[src/rtl/fetch_unit.sv]
// Instruction fetch stage: owns the PC, fetches one word at a time from
// instruction memory and holds it in the IR for the decoder.
//
// state | meaning
// IDLE  | first cycle after reset, no request yet
// FETCH | request pc when the IR slot is free
// WAIT  | one request outstanding, waiting on imem_rvalid
module fetch_unit #(
  parameter int AW = 8,
  parameter int IW = 16,
  parameter logic [AW-1:0] RESET_PC = '0
) (
  input  logic          clk,
  input  logic          rst_n,
  output logic          imem_req,
  output logic [AW-1:0] imem_addr,
  input  logic          imem_ack,
  input  logic          imem_rvalid,
  input  logic [IW-1:0] imem_rdata,
  input  logic          redirect_valid,
  input  logic [AW-1:0] redirect_pc,
  output logic          instr_valid,
  input  logic          dec_ready,
  output logic [IW-1:0] instr,
  output logic [3:0]    op,
  output logic [AW-1:0] instr_pc
);

  localparam logic [3:0] NOP_OP = 4'b1100;

  typedef enum logic [1:0] {
    IDLE  = 2'd0,
    FETCH = 2'd1,
    WAIT  = 2'd2
  } state_t;

  state_t        state;
  logic [AW-1:0] pc;
  logic [AW-1:0] fetch_pc;
  logic [AW-1:0] ir_pc;
  logic [IW-1:0] ir;
  logic          ir_valid;
  logic          drop;
  logic          slot_free;
  logic          accept;

  // The slot is free if the IR is empty or is being consumed this cycle, so
  // the response can never find the IR occupied.
  assign slot_free   = !ir_valid || dec_ready;
  assign imem_req    = (state == FETCH) && slot_free;
  assign accept      = imem_req && imem_ack;
  assign imem_addr   = pc;

  assign instr_valid = ir_valid;
  assign instr       = ir;
  assign instr_pc    = ir_pc;
  assign op          = ir_valid ? ir[IW-1 -: 4] : NOP_OP;

  always_ff @(posedge clk or negedge rst_n) begin
    if (!rst_n) begin
      state    <= IDLE;
      pc       <= RESET_PC;
      fetch_pc <= RESET_PC;
      ir_pc    <= '0;
      ir       <= '0;
      ir_valid <= 1'b0;
      drop     <= 1'b0;
    end else begin
      if (ir_valid && dec_ready) begin
        ir_valid <= 1'b0;
      end

      case (state)
        IDLE: begin
          state <= FETCH;
        end

        FETCH: begin
          if (redirect_valid) begin
            pc       <= redirect_pc;
            ir_valid <= 1'b0;
            // A request accepted alongside the redirect is already stale.
            if (accept) begin
              drop  <= 1'b1;
              state <= WAIT;
            end
          end else if (accept) begin
            fetch_pc <= pc;
            state    <= WAIT;
          end
        end

        WAIT: begin
          if (redirect_valid) begin
            pc       <= redirect_pc;
            ir_valid <= 1'b0;
            // Response arriving with the redirect closes the outstanding
            // request; otherwise the late one must be discarded.
            if (imem_rvalid) begin
              drop  <= 1'b0;
              state <= FETCH;
            end else begin
              drop <= 1'b1;
            end
          end else if (imem_rvalid) begin
            state <= FETCH;
            if (drop) begin
              drop <= 1'b0;
            end else begin
              ir       <= imem_rdata;
              ir_pc    <= fetch_pc;
              ir_valid <= 1'b1;
              pc       <= fetch_pc + 1'b1;
            end
          end
        end

        default: begin
          state <= IDLE;
        end
      endcase
    end
  end

endmodule

[config.mk]
export PLATFORM = sky130hd
export DESIGN_NAME = fetch_unit
export DESIGN_NICKNAME = d
export VERILOG_FILES = /design/src/rtl/fetch_unit.sv
export SDC_FILE = /design/constraint.sdc
export NUM_CORES = 1
export LEC_CHECK = 0
export CAP_MARGIN = 20
export CORE_MARGIN = 3
export CORE_UTILIZATION = 45
export CTS_BUF_LIST = sky130_fd_sc_hd__clkbuf_16
export CTS_CLUSTER_DIAMETER = 40
export DETAILED_ROUTE_END_ITERATION = 10
export PLACE_DENSITY = 0.79
export REMOVE_ABC_BUFFERS = 1
export SYNTH_ARGS = -nofsm -noshare
export SYNTH_HDL_FRONTEND = slang
export SYNTH_SLANG_ARGS = --single-unit
[constraint.sdc]
create_clock -name clk -period 2.8 [get_ports clk]
set_clock_uncertainty 0.15 [all_clocks]
set_input_delay 0.28 -clock clk [delete_from_list [all_inputs] [get_ports clk]]
set_output_delay 0.28 -clock clk [all_outputs]
set_load 0.01 [all_outputs]
# == Word level (Yosys, flattened, before mapping) ==
# Cells that the tools add are included.
# totals
elab_cells,50
inputBits,30
ff_bits,44
output_inout_bits,38
# classes
n_mux,21
n_eq_ne,7
n_addsub,1
bitwise,2
reduce_logical,12
# op_table
cell,count
8-bit 2-to-1 mux,4
8-bit case mux with 2 select lines,1
4-bit AND reduction,3
1-bit 2-to-1 mux,10
"8-bit by 1-bit adder with 8-bit output, second input constant",1
"2-bit != test, second input constant",3
"3-bit != test, second input constant",2
2-bit case mux with 3 select lines,1
2-bit 2-to-1 mux,2
4-bit 2-to-1 mux,1
1-bit case mux with 2 select lines,2
1-bit logical AND,3
3-bit AND reduction,1
"2-bit by 1-bit == test with 1-bit output, second input constant",1
"2-bit == test, second input constant",1
2-bit zero test,1
1-bit NOT,2
2-bit AND reduction,1
2-bit nonzero test,1
1-bit zero test,1
1-bit logical OR,1

# == Logic depth before layout (Yosys ltp) ==
# Gate-level depths: netlist of the first run.
# depth
word_depth,7
ltp_mapped,9
ltp_nobuf,6

# == Worst setup path before layout of the first run ==
# Ideal clock, no wire load.
# synth_path
kind,register to register
startpoint,register state[0]
endpoint,register ir[10] (netlist: instr[10])
setup_ps,125
path_buffers,3
slack_ps,686
stages_incl_launch_ff,9
t_arrival_ps,1839
required_time_ps,2525
period_less_slack_ps,2114
path_cell_list,dfrtp_1 -> inv_1 -> ha_1 -> buf_2 -> nand2b_4 -> buf_6 -> nor3b_4 -> buf_6 -> mux2_2
# synth_between
elab_chain_len,2
# synth_rtl
item,line,source
"start, declared",37,state_t state;
"start signal, assigned",61,state <= IDLE;
"start signal, assigned",75,state <= FETCH;
"start signal, assigned",85,state <= WAIT;
2-bit == test,73,case (state)
4-bit AND reduction (no line),--,
"end signal, assigned",110,ir <= imem_rdata;
"end, declared",41,logic [IW-1:0] ir;
# Every way passes these cells.
# A chain may end at the register's enable or synchronous reset.

# == Final worst setup path of the first run ==
# layout_path
startpoint,register state[0]
endpoint,register ir_pc[6] (netlist: instr_pc[6])
# layout_between
elab_chain_len,2
# layout_rtl
item,line,source
2-bit == test,73,
4-bit AND reduction (no line),--,
"end signal, assigned",111,ir_pc <= fetch_pc;
"end, declared",40,logic [AW-1:0] ir_pc;
# Every way passes these cells.

==> flow_summary.json, run 1 <==
{
  "ys.flop_type": "dfrtp_1",
  "path_clk_slew_ps": 60,
  "r2r-start": "state[0]",
  "clock_path_buffers": 2,
  "crit_cells": 6,
  "gr-total-overflow": 0,
  "cts_sinks": 44,
  "hold_viol_final": 0,
  "hpwlAfterDp_um": 2990,
  "cts-buffers-inserted": 5,
  "dieArea_sq_mm": 0.00539,
  "slew_violations": 0,
  "critPathArrivalTime_ps": 2340,
  "root_buffer": "clkbuf_16",
  "powerDensity_mw_per_mm2": 1070,
  "start_util": 0.487,
  "critPathCaptureType": "flop",
  "cts_tree": "yes",
  "hp-class": "input pin to async pin",
  "post_cts_resized": 0,
  "route.vias.total": 1489,
  "r2r_cells": 6,
  "wirelength_um": 4250,
  "worstMarginPinSlew_ps": 973,
  "syn_avg_cell_area_sq_um": 12.8,
  "synthCells": 160,
  "io_pins": 68,
  "crit_buf_inv": 2,
  "worstPathCellList": "inv_1 > ha_1 > nand2b_4 > nor3b_4 > buf_12 > mux2_2",
  "fin_crit_sh": 0.828,
  "ys_seq_area_frac": 0.538,
  "fp.dieW_um": 73.4,
  "clk_latency_ps": 280,
  "grt_pass1_wl_um": 6820,
  "grt_use_total": 0.167,
  "core_sq_mm": 0.00420,
  "max_stage_delay_ps": 430,
  "dr.pass1.iters": 4,
  "synthesis.area_sq_mm": 0.00205,
  "yosysWarnings": 0,
  "synth.top_cell.area_share": 0.538,
  "ir_drop_uv": 518,
  "pre_cts_ws_ps": 481,
  "status": "completed",
  "synth_edf_count": 0,
  "layout_commonest_cell": "clkdlybuf4s50_1",
  "relSlewSlack": 0.352,
  "htree_levels": 2,
  "synth.ff_latch_count": 44,
  "netlist_top_cells_area": "dfrtp_1 54%, mux2_2 18%, ha_1 3.7%",
  "grt_pass1_vias": 1435,
  "antenna_found_initial": 0,
  "fmax_mhz": 431,
  "core.rowCount": 23,
  "rsz0062_at_grt": "false",
  "fin_nets": 265,
  "globalplace.congestion": 0.801,
  "setup_violations": 0,
  "r2r_setup_slack_ps": 480,
  "drv_cap": 0,
  "avgViaCountPerCell": 5.32,
  "yosys.area.top_type": "dfrtp_1",
  "drive_gt1_frac": 0.204,
  "crit_family": "simple AND/OR/NAND/NOR gates",
  "start_kind": "flop",
  "syn2layout_area_growth_pct": 45.5,
  "grt_max_degree": 45,
  "diodes": 0,
  "port_buffers": 67,
  "setup_slack_ps": 480,
  "critPathRequiredTime_ps": 2820,
  "yosysUniqueCellTypes": 33,
  "crit_slowest_cell": "dfrtp_1",
  "r2r_end": "instr_pc[6]",
  "postCtsSetupRepairBufs": 0,
  "drc_errors": 0,
  "fin_total_pwr_w": 0.00319,
  "fin_crit_ps": 2320,
  "synthArstFlopShare": 1.00,
  "final_cell_mix": "66 x clkdlybuf4s50_1, 44 x dfrtp_1, 33 x mux2_2",
  "ant_nets": 0,
  "die_h_um": 73.4,
  "fillerInstances": 306,
  "worstSetupPathType": "flop to flop",
  "path_max_fanout": 21,
  "p_leak_nw": 1.32,
  "drt-initial-drc-count": 43,
  "finalSetupTns_ps": 0,
  "wl_per_cell_um": 15.2
}
-- layout make-up --
class / count / area [sq um] / share of cell area
clock buffer: 5 / 125 / 0.0420
inverter: 3 / 11.3 / 0.00378
multi-input combinational: 105 / 872 / 0.293
sequential: 44 / 1100 / 0.370
tap: 50 / 62.6 / 0.0210
timing repair buffer: 70 / 716 / 0.240
clock inverter: 3 / 90.1 / 0.0303
-- where the power goes --
part	internal (W)	switching, W
Combinational	0.000731	0.000479
Clock	0.000601	0.000235
Sequential	0.000920	0.000225
-- sequential cells by signal (all words and copies together), names as in the netlist --
signal / cells
drop: 1
fetch_pc: 8
state: 2
instr: 16
instr_valid: 1
instr_pc: 8
imem_addr: 8
-- metal layers --
| layer | part of all wire | wire length (um) | global-route usage |
|---|---|---|---|
| met5 | 0 | 0 | 0 |
| met4 | 0.020 | 87 | 0.0684 |
| met3 | 0.080 | 339 | 0.0520 |
| met2 | 0.46 | 1970 | 0.260 |
| met1 | 0.44 | 1860 | 0.215 |
-- worst max-delay path by stage --
stage,start,endpoint,slack (ps)
final,state[0],instr_pc[6],480
after global placement,redirect_valid,instr_pc[3],520
after detailed placement,redirect_valid,instr[0],480
after global routing,state[1],imem_addr[4],250
after floorplan,state[0],instr[0],410
after CTS,state[0],instr_pc[6],470
-- worst register-to-register path, delay by kind of cell (launching register included) --
family,cells,cell delay (ps)
simple gates,2,550
flops,1,430
fa+ha+maj,1,390
mux,1,360
buf+inv,2,340
-- cell families after synthesis --
group           count (synthesis)  synth area share
buf+inv                        11            0.0361
flops                          44             0.538
mux                            37             0.201
compound gates                 24            0.0752
fa+ha+maj                       6            0.0367
simple gates                   33            0.0917
xor+xnor                        5            0.0214
-- synth_stat cells (all sizes together) (4+ instances only) --
library cell,number
a21oi,4
buf,6
dfrtp,44
ha,6
mux2,33
mux2i,4
nand2,11
nand2b,5
nand3,4
o211ai,5
o21ai,7
-- per-stage QoR --
stage | std cells | utilization | hold slack, ps | area (sq um)
3_5_place_dp | 270 | 0.650 | 341 | 2730
4_1_cts | 278 | 0.702 | 39.5 | 2950
2_1_floorplan | 152 | - | -166 | 1980
3_3_place_gp | 270 | 0.650 | 329 | 2730
5_1_grt | 280 | 0.709 | 197 | 2980
6_report | 280 | 0.709 | 191 | 2980
-- repair_timing --
| item | in CTS | in global routing |
|---|---|---|
| endpoints found under the hold margin | 0 | 44 |
| hold buffers | 0 | 1 |
| setup endpoints to repair | 0 | 0 |
Note: power is estimated with default switching activity, not from simulation.
==> run 2: changes to the inputs <==
--- a/config.mk
+++ b/config.mk
@@ -7,11 +7,11 @@
 export LEC_CHECK = 0
 export CAP_MARGIN = 20
 export CORE_MARGIN = 3
-export CORE_UTILIZATION = 45
+export CORE_UTILIZATION = 41
 export CTS_BUF_LIST = sky130_fd_sc_hd__clkbuf_16
 export CTS_CLUSTER_DIAMETER = 40
 export DETAILED_ROUTE_END_ITERATION = 10
-export PLACE_DENSITY = 0.79
+export PLACE_DENSITY = 0.76
 export REMOVE_ABC_BUFFERS = 1
 export SYNTH_ARGS = -nofsm -noshare
 export SYNTH_HDL_FRONTEND = slang
==> constraint.sdc (replaced) <==
create_clock -name clk -period 2.08 [get_ports clk]
set_clock_uncertainty 0.15 [all_clocks]
set_input_delay 0.208 -clock clk [delete_from_list [all_inputs] [get_ports clk]]
set_output_delay 0.208 -clock clk [all_outputs]
set_load 0.01 [all_outputs]
==> flow_summary.json, run 2 (same netlist as run 1, synthesis figures left out) <==
{
  "status": "completed",
  "use_met3": 0.0622,
  "drv_cap": 0,
  "fin_nets": 271,
  "ir_drop_uv": 608,
  "route.vias.total": 1484,
  "worstSetupPathType": "flop to flop",
  "p_int_w": 0.00271,
  "start_util": 0.428,
  "final_cell_mix": "66 x clkdlybuf4s50_1, 44 x dfrtp_1, 33 x mux2_2",
  "io_pins": 68,
  "diodes": 0,
  "dr.pass1.iters": 4,
  "drt-initial-drc-count": 60,
  "grt_max_degree": 24,
  "worstPathCellList": "inv_1 > ha_1 > buf_4 > nor2b_1 > a21oi_1 > mux2_2",
  "swShare": 0.315,
  "die_h_um": 76.7,
  "clk_latency_ps": 280,
  "hpwlAfterDp_um": 3060,
  "grt_pass1_vias": 1531,
  "syn2layout_area_growth_pct": 45.8,
  "drc_errors": 0,
  "critPathRequiredTime_ps": 2100,
  "crit_family": "flip-flops",
  "htree_levels": 2,
  "postCtsSetupRepairBufs": 0,
  "ant_nets": 0,
  "powerDensity_mw_per_mm2": 1330,
  "use_met1": 0.185,
  "fillerInstances": 400,
  "p_sw_w": 0.00125,
  "fp.dieW_um": 76.7,
  "fin_crit_sh": 0.967,
  "max_stage_delay_ps": 450,
  "worstMarginPinSlew_ps": 527,
  "grt_busiest_layer": "met2",
  "dieArea_sq_mm": 0.00588,
  "slew_violations": 0,
  "cts_sinks": 44,
  "avgViaCountPerCell": 4.90,
  "cts-buffers-inserted": 5,
  "critPathCaptureType": "flop",
  "wirelength_um": 4110,
  "hp-class": "input pin to async pin",
  "path_clk_slew_ps": 60,
  "crit_buf_inv": 2,
  "crit_slowest_cell": "dfrtp_1",
  "root_buffer": "clkbuf_16",
  "cts_tree": "yes",
  "critPathArrivalTime_ps": 2030,
  "layout_commonest_cell": "clkdlybuf4s50_1",
  "start_kind": "flop",
  "wl_per_cell_um": 13.6,
  "path_max_fanout": 9,
  "hold_viol_final": 0,
  "port_buffers": 67,
  "p_comb_frac": 0.423,
  "antenna_found_initial": 0,
  "p_clk_frac": 0.187,
  "core.rowCount": 25,
  "grt.met2_usage": 0.246,
  "setup_violations": 0,
  "clock_path_buffers": 2,
  "setup_slack_ps": 69.2,
  "rsz0062_at_grt": "true",
  "gr-total-overflow": 0,
  "relSlewSlack": 0.649,
  "drive_gt1_frac": 0.229,
  "largest_reg_flops": 16,
  "grt_use_total": 0.152,
  "seqPwrFrac": 0.391,
  "fin_util": 0.624,
  "grt_pass1_wl_um": 7110,
  "fin_crit_ps": 2010,
  "globalplace.congestion": 0.755,
  "core_sq_mm": 0.00479,
  "p_leak_nw": 1.32,
  "fmax_mhz": 497,
  "pre_cts_ws_ps": 62.5
}
run 2: cell types whose count changed in the layout (fill, tap and decap cells not counted), sizes merged:
| cell | change |
|---|---|
| clkinv | +3 |
| buf | +6 |
| bufinv | -3 |
run 2: final timing paths:
path | depth (start not counted) | endpoint | from | slack [ps]
worst max register to register | 6 | state[1] | state[0] | 70
worst min register to register | 1 | instr[7] | instr[7] | 350
worst max-delay path | 6 | state[1] | state[0] | 70
max in group asynchronous | 3 | instr[9] | rst_n | 980
min in group clk | 1 | instr[7] | instr[7] | 350
worst min-delay path | 2 | state[1] | rst_n | 300
run 2: through the flow:
step	setup TNS, ps	cell area (sq um)	hold WS [ps]	cells	power, W
after detailed placement	0	2820	71.1	294	0.00323
after global placement	0	2820	64.2	294	0.00319
after global routing	-6.27	2980	344	303	0.00425
after CTS	0	2980	308	303	0.00401
final	0	2980	297	303	0.00396
after floorplan	-7400	1980	-238	152	0.00233
run 2: power groups by stage:
stage | Sequential (W) | Combinational (W) | Clock [W]
4_1_cts | 0.00155 | 0.00170 | 0.000764
3_3_place_gp | 0.00155 | 0.00165 | 0
2_1_floorplan | 0.00163 | 0.000706 | 0
6_report | 0.00155 | 0.00167 | 0.000739
5_1_grt | 0.00161 | 0.00183 | 0.000807
3_5_place_dp | 0.00156 | 0.00167 | 0
run 2: metal layers:
metal / share of wire / wire, um
met4: 0.013 / 53
met2: 0.47 / 1950
met3: 0.075 / 308
met1: 0.44 / 1800
met5: 0 / 0
run 2: final cells by class:
cell class	count	area, sq um	area share
Timing Repair Buffer	76	764	0.256
Clock buffer	5	125	0.0419
Multi-Input combinational cell	105	885	0.296
Inverter	3	11.3	0.00377
Tap cell	67	83.8	0.0281
Sequential cell	44	1100	0.369
Clock inverter	3	13.8	0.00461
run 2: repair_timing:
item	4_1_cts	5_1_grt
endpoints found under the setup margin	1	6
hold buffers	1	0
hold endpoints to repair	22	0
gates resized for setup	2	2
==> run 3: changes to the inputs <==
--- a/config.mk
+++ b/config.mk
@@ -6,12 +6,13 @@
 export NUM_CORES = 1
 export LEC_CHECK = 0
 export CAP_MARGIN = 20
+export CORE_ASPECT_RATIO = 1.25
 export CORE_MARGIN = 3
 export CORE_UTILIZATION = 41
 export CTS_BUF_LIST = sky130_fd_sc_hd__clkbuf_16
 export CTS_CLUSTER_DIAMETER = 40
 export DETAILED_ROUTE_END_ITERATION = 10
-export PLACE_DENSITY = 0.76
+export PLACE_DENSITY_LB_ADDON = 0.08
 export REMOVE_ABC_BUFFERS = 1
 export SYNTH_ARGS = -nofsm -noshare
 export SYNTH_HDL_FRONTEND = slang
==> flow_summary.json, run 3 (same netlist as run 1, synthesis figures left out) <==
{
  "status": "completed",
  "worstPathCellList": "inv_1 > ha_1 > buf_4 > nor2b_1 > a21oi_1 > mux2_2",
  "fillerInstances": 402,
  "path_max_fanout": 9,
  "worstMarginPinSlew_ps": 358,
  "cts-buffers-inserted": 5,
  "io_pins": 68,
  "fin_crit_ps": 1980,
  "grt_max_degree": 21,
  "final_cells": 299,
  "globalplace.congestion": 0.780,
  "drc_errors": 0,
  "largest_reg_flops": 16,
  "powerDensity_mw_per_mm2": 1380,
  "syn2layout_area_growth_pct": 47.2,
  "hp-class": "input pin to async pin",
  "core_sq_mm": 0.00476,
  "clk_latency_ps": 280,
  "ant_nets": 0,
  "route.vias.total": 1501,
  "core.rowCount": 28,
  "final_cell_mix": "65 x clkdlybuf4s50_1, 44 x dfrtp_1, 33 x mux2_2",
  "clock_path_buffers": 2,
  "path_clk_slew_ps": 60,
  "wl_per_cell_um": 14.7,
  "rsz0062_at_grt": "false",
  "avgViaCountPerCell": 5.02,
  "crit_path_start": "state[0]",
  "grt_pass1_wl_um": 7330,
  "cts_tree": "yes",
  "critPathArrivalTime_ps": 2000,
  "fin_nets": 274,
  "placed_cells": 289,
  "root_buffer": "clkbuf_16",
  "htree_levels": 2,
  "cts_sinks": 44,
  "crit_buf_inv": 2,
  "r2r_cells": 6,
  "seq_area_sq_mm": 0.00110,
  "start_kind": "flop",
  "dr.pass1.iters": 4,
  "critPathRequiredTime_ps": 2100,
  "slew_violations": 0,
  "grt_use_total": 0.158,
  "r2r-start": "state[0]",
  "dieArea_sq_mm": 0.00588,
  "antenna_found_initial": 0,
  "wirelength_um": 4400,
  "fp.dieW_um": 69.2,
  "gr-total-overflow": 0,
  "port_buffers": 67,
  "r2r_setup_slack_ps": 100,
  "fmax_mhz": 505,
  "start_util": 0.430,
  "drt-initial-drc-count": 36,
  "relSlewSlack": 0.761,
  "grt_pass1_vias": 1597,
  "setup_violations": 0,
  "critPathCaptureType": "flop",
  "multi_input_area_sq_um": 885,
  "finalInstanceArea_sq_mm": 0.00301,
  "worstSetupPathType": "flop to flop",
  "r2r_end": "state[1]",
  "finalSetupTns_ps": 0,
  "placed_cell_area_sq_mm": 0.00281,
  "diodes": 0,
  "ir_drop_uv": 699,
  "crit_slowest_cell": "dfrtp_1",
  "layout_commonest_cell": "clkdlybuf4s50_1",
  "fin_util": 0.632,
  "p_leak_nw": 1.34,
  "die_h_um": 85,
  "max_stage_delay_ps": 440,
  "drive_gt1_frac": 0.243,
  "crit_family": "flip-flops",
  "hpwlAfterDp_um": 3380,
  "drv_cap": 0,
  "hold_viol_final": 0,
  "fin_crit_sh": 0.953
}
## run 3: cell types whose count changed in the layout (fill, tap and decap cells not counted), sizes merged
cell / change
buf: +3
clkinv: -3
bufinv: +1
clkdlybuf4s50: -1
clkinvlp: +1
dlygate4sd2: +1
inv: +1
## run 3: what timing repair did
action,CTS,global route
gates resized for setup,4,0
buffers inserted,1,0
hold buffers,1,0
endpoints found under the setup margin,1,0
endpoints found under the hold margin,13,0
## run 3: power by group
part | leakage [nW] | internal, W | switching [W]
sequential | 0.563 | 0.00124 | 0.000299
clock | 0.0804 | 0.000570 | 0.000331
combinational | 0.697 | 0.00104 | 0.000668
total | 1.34 | 0.00285 | 0.00130
## run 3: worst max-delay path by stage
| stage | endpoint | slack [ps] | cells past startpoint |
|---|---|---|---|
| 2_1_floorplan | instr[0] | -310 | 5 |
| 3_3_place_gp | fetch_pc[5] | 120 | 5 |
| 3_5_place_dp | fetch_pc[6] | 20 | 5 |
| 4_1_cts | state[1] | 90 | 6 |
| 5_1_grt | state[1] | 9 | 6 |
| 6_report | state[1] | 100 | 6 |
## run 3: layout make-up
cell class	count	share of cell area
repair buffers	79	0.255
flip-flops and latches	44	0.365
clock inverters	3	0.0154
inverters	3	0.00374
well taps	60	0.0249
multi-input cells	105	0.294
clock buffers	5	0.0415
## run 3: per-layer routing
layer,track usage,vias up,part of all wire
met1,0.177,728,0.40
met3,0.0462,8,0.060
met4,0.0746,0,0.020
met5,0,-,0
met2,0.274,46,0.52
li1,-,719,-
## run 3: through the flow
| step | power, W | worst slack (ps) | hold slack, ps |
|---|---|---|---|
| floorplan | 0.00233 | -307 | -238 |
| global placement | 0.00317 | 123 | -26.4 |
| detailed placement | 0.00326 | 20.5 | -15.5 |
| CTS | 0.00420 | 93.9 | 215 |
| global route | 0.00441 | 9.39 | 240 |
| finish | 0.00415 | 98.3 | 208 |
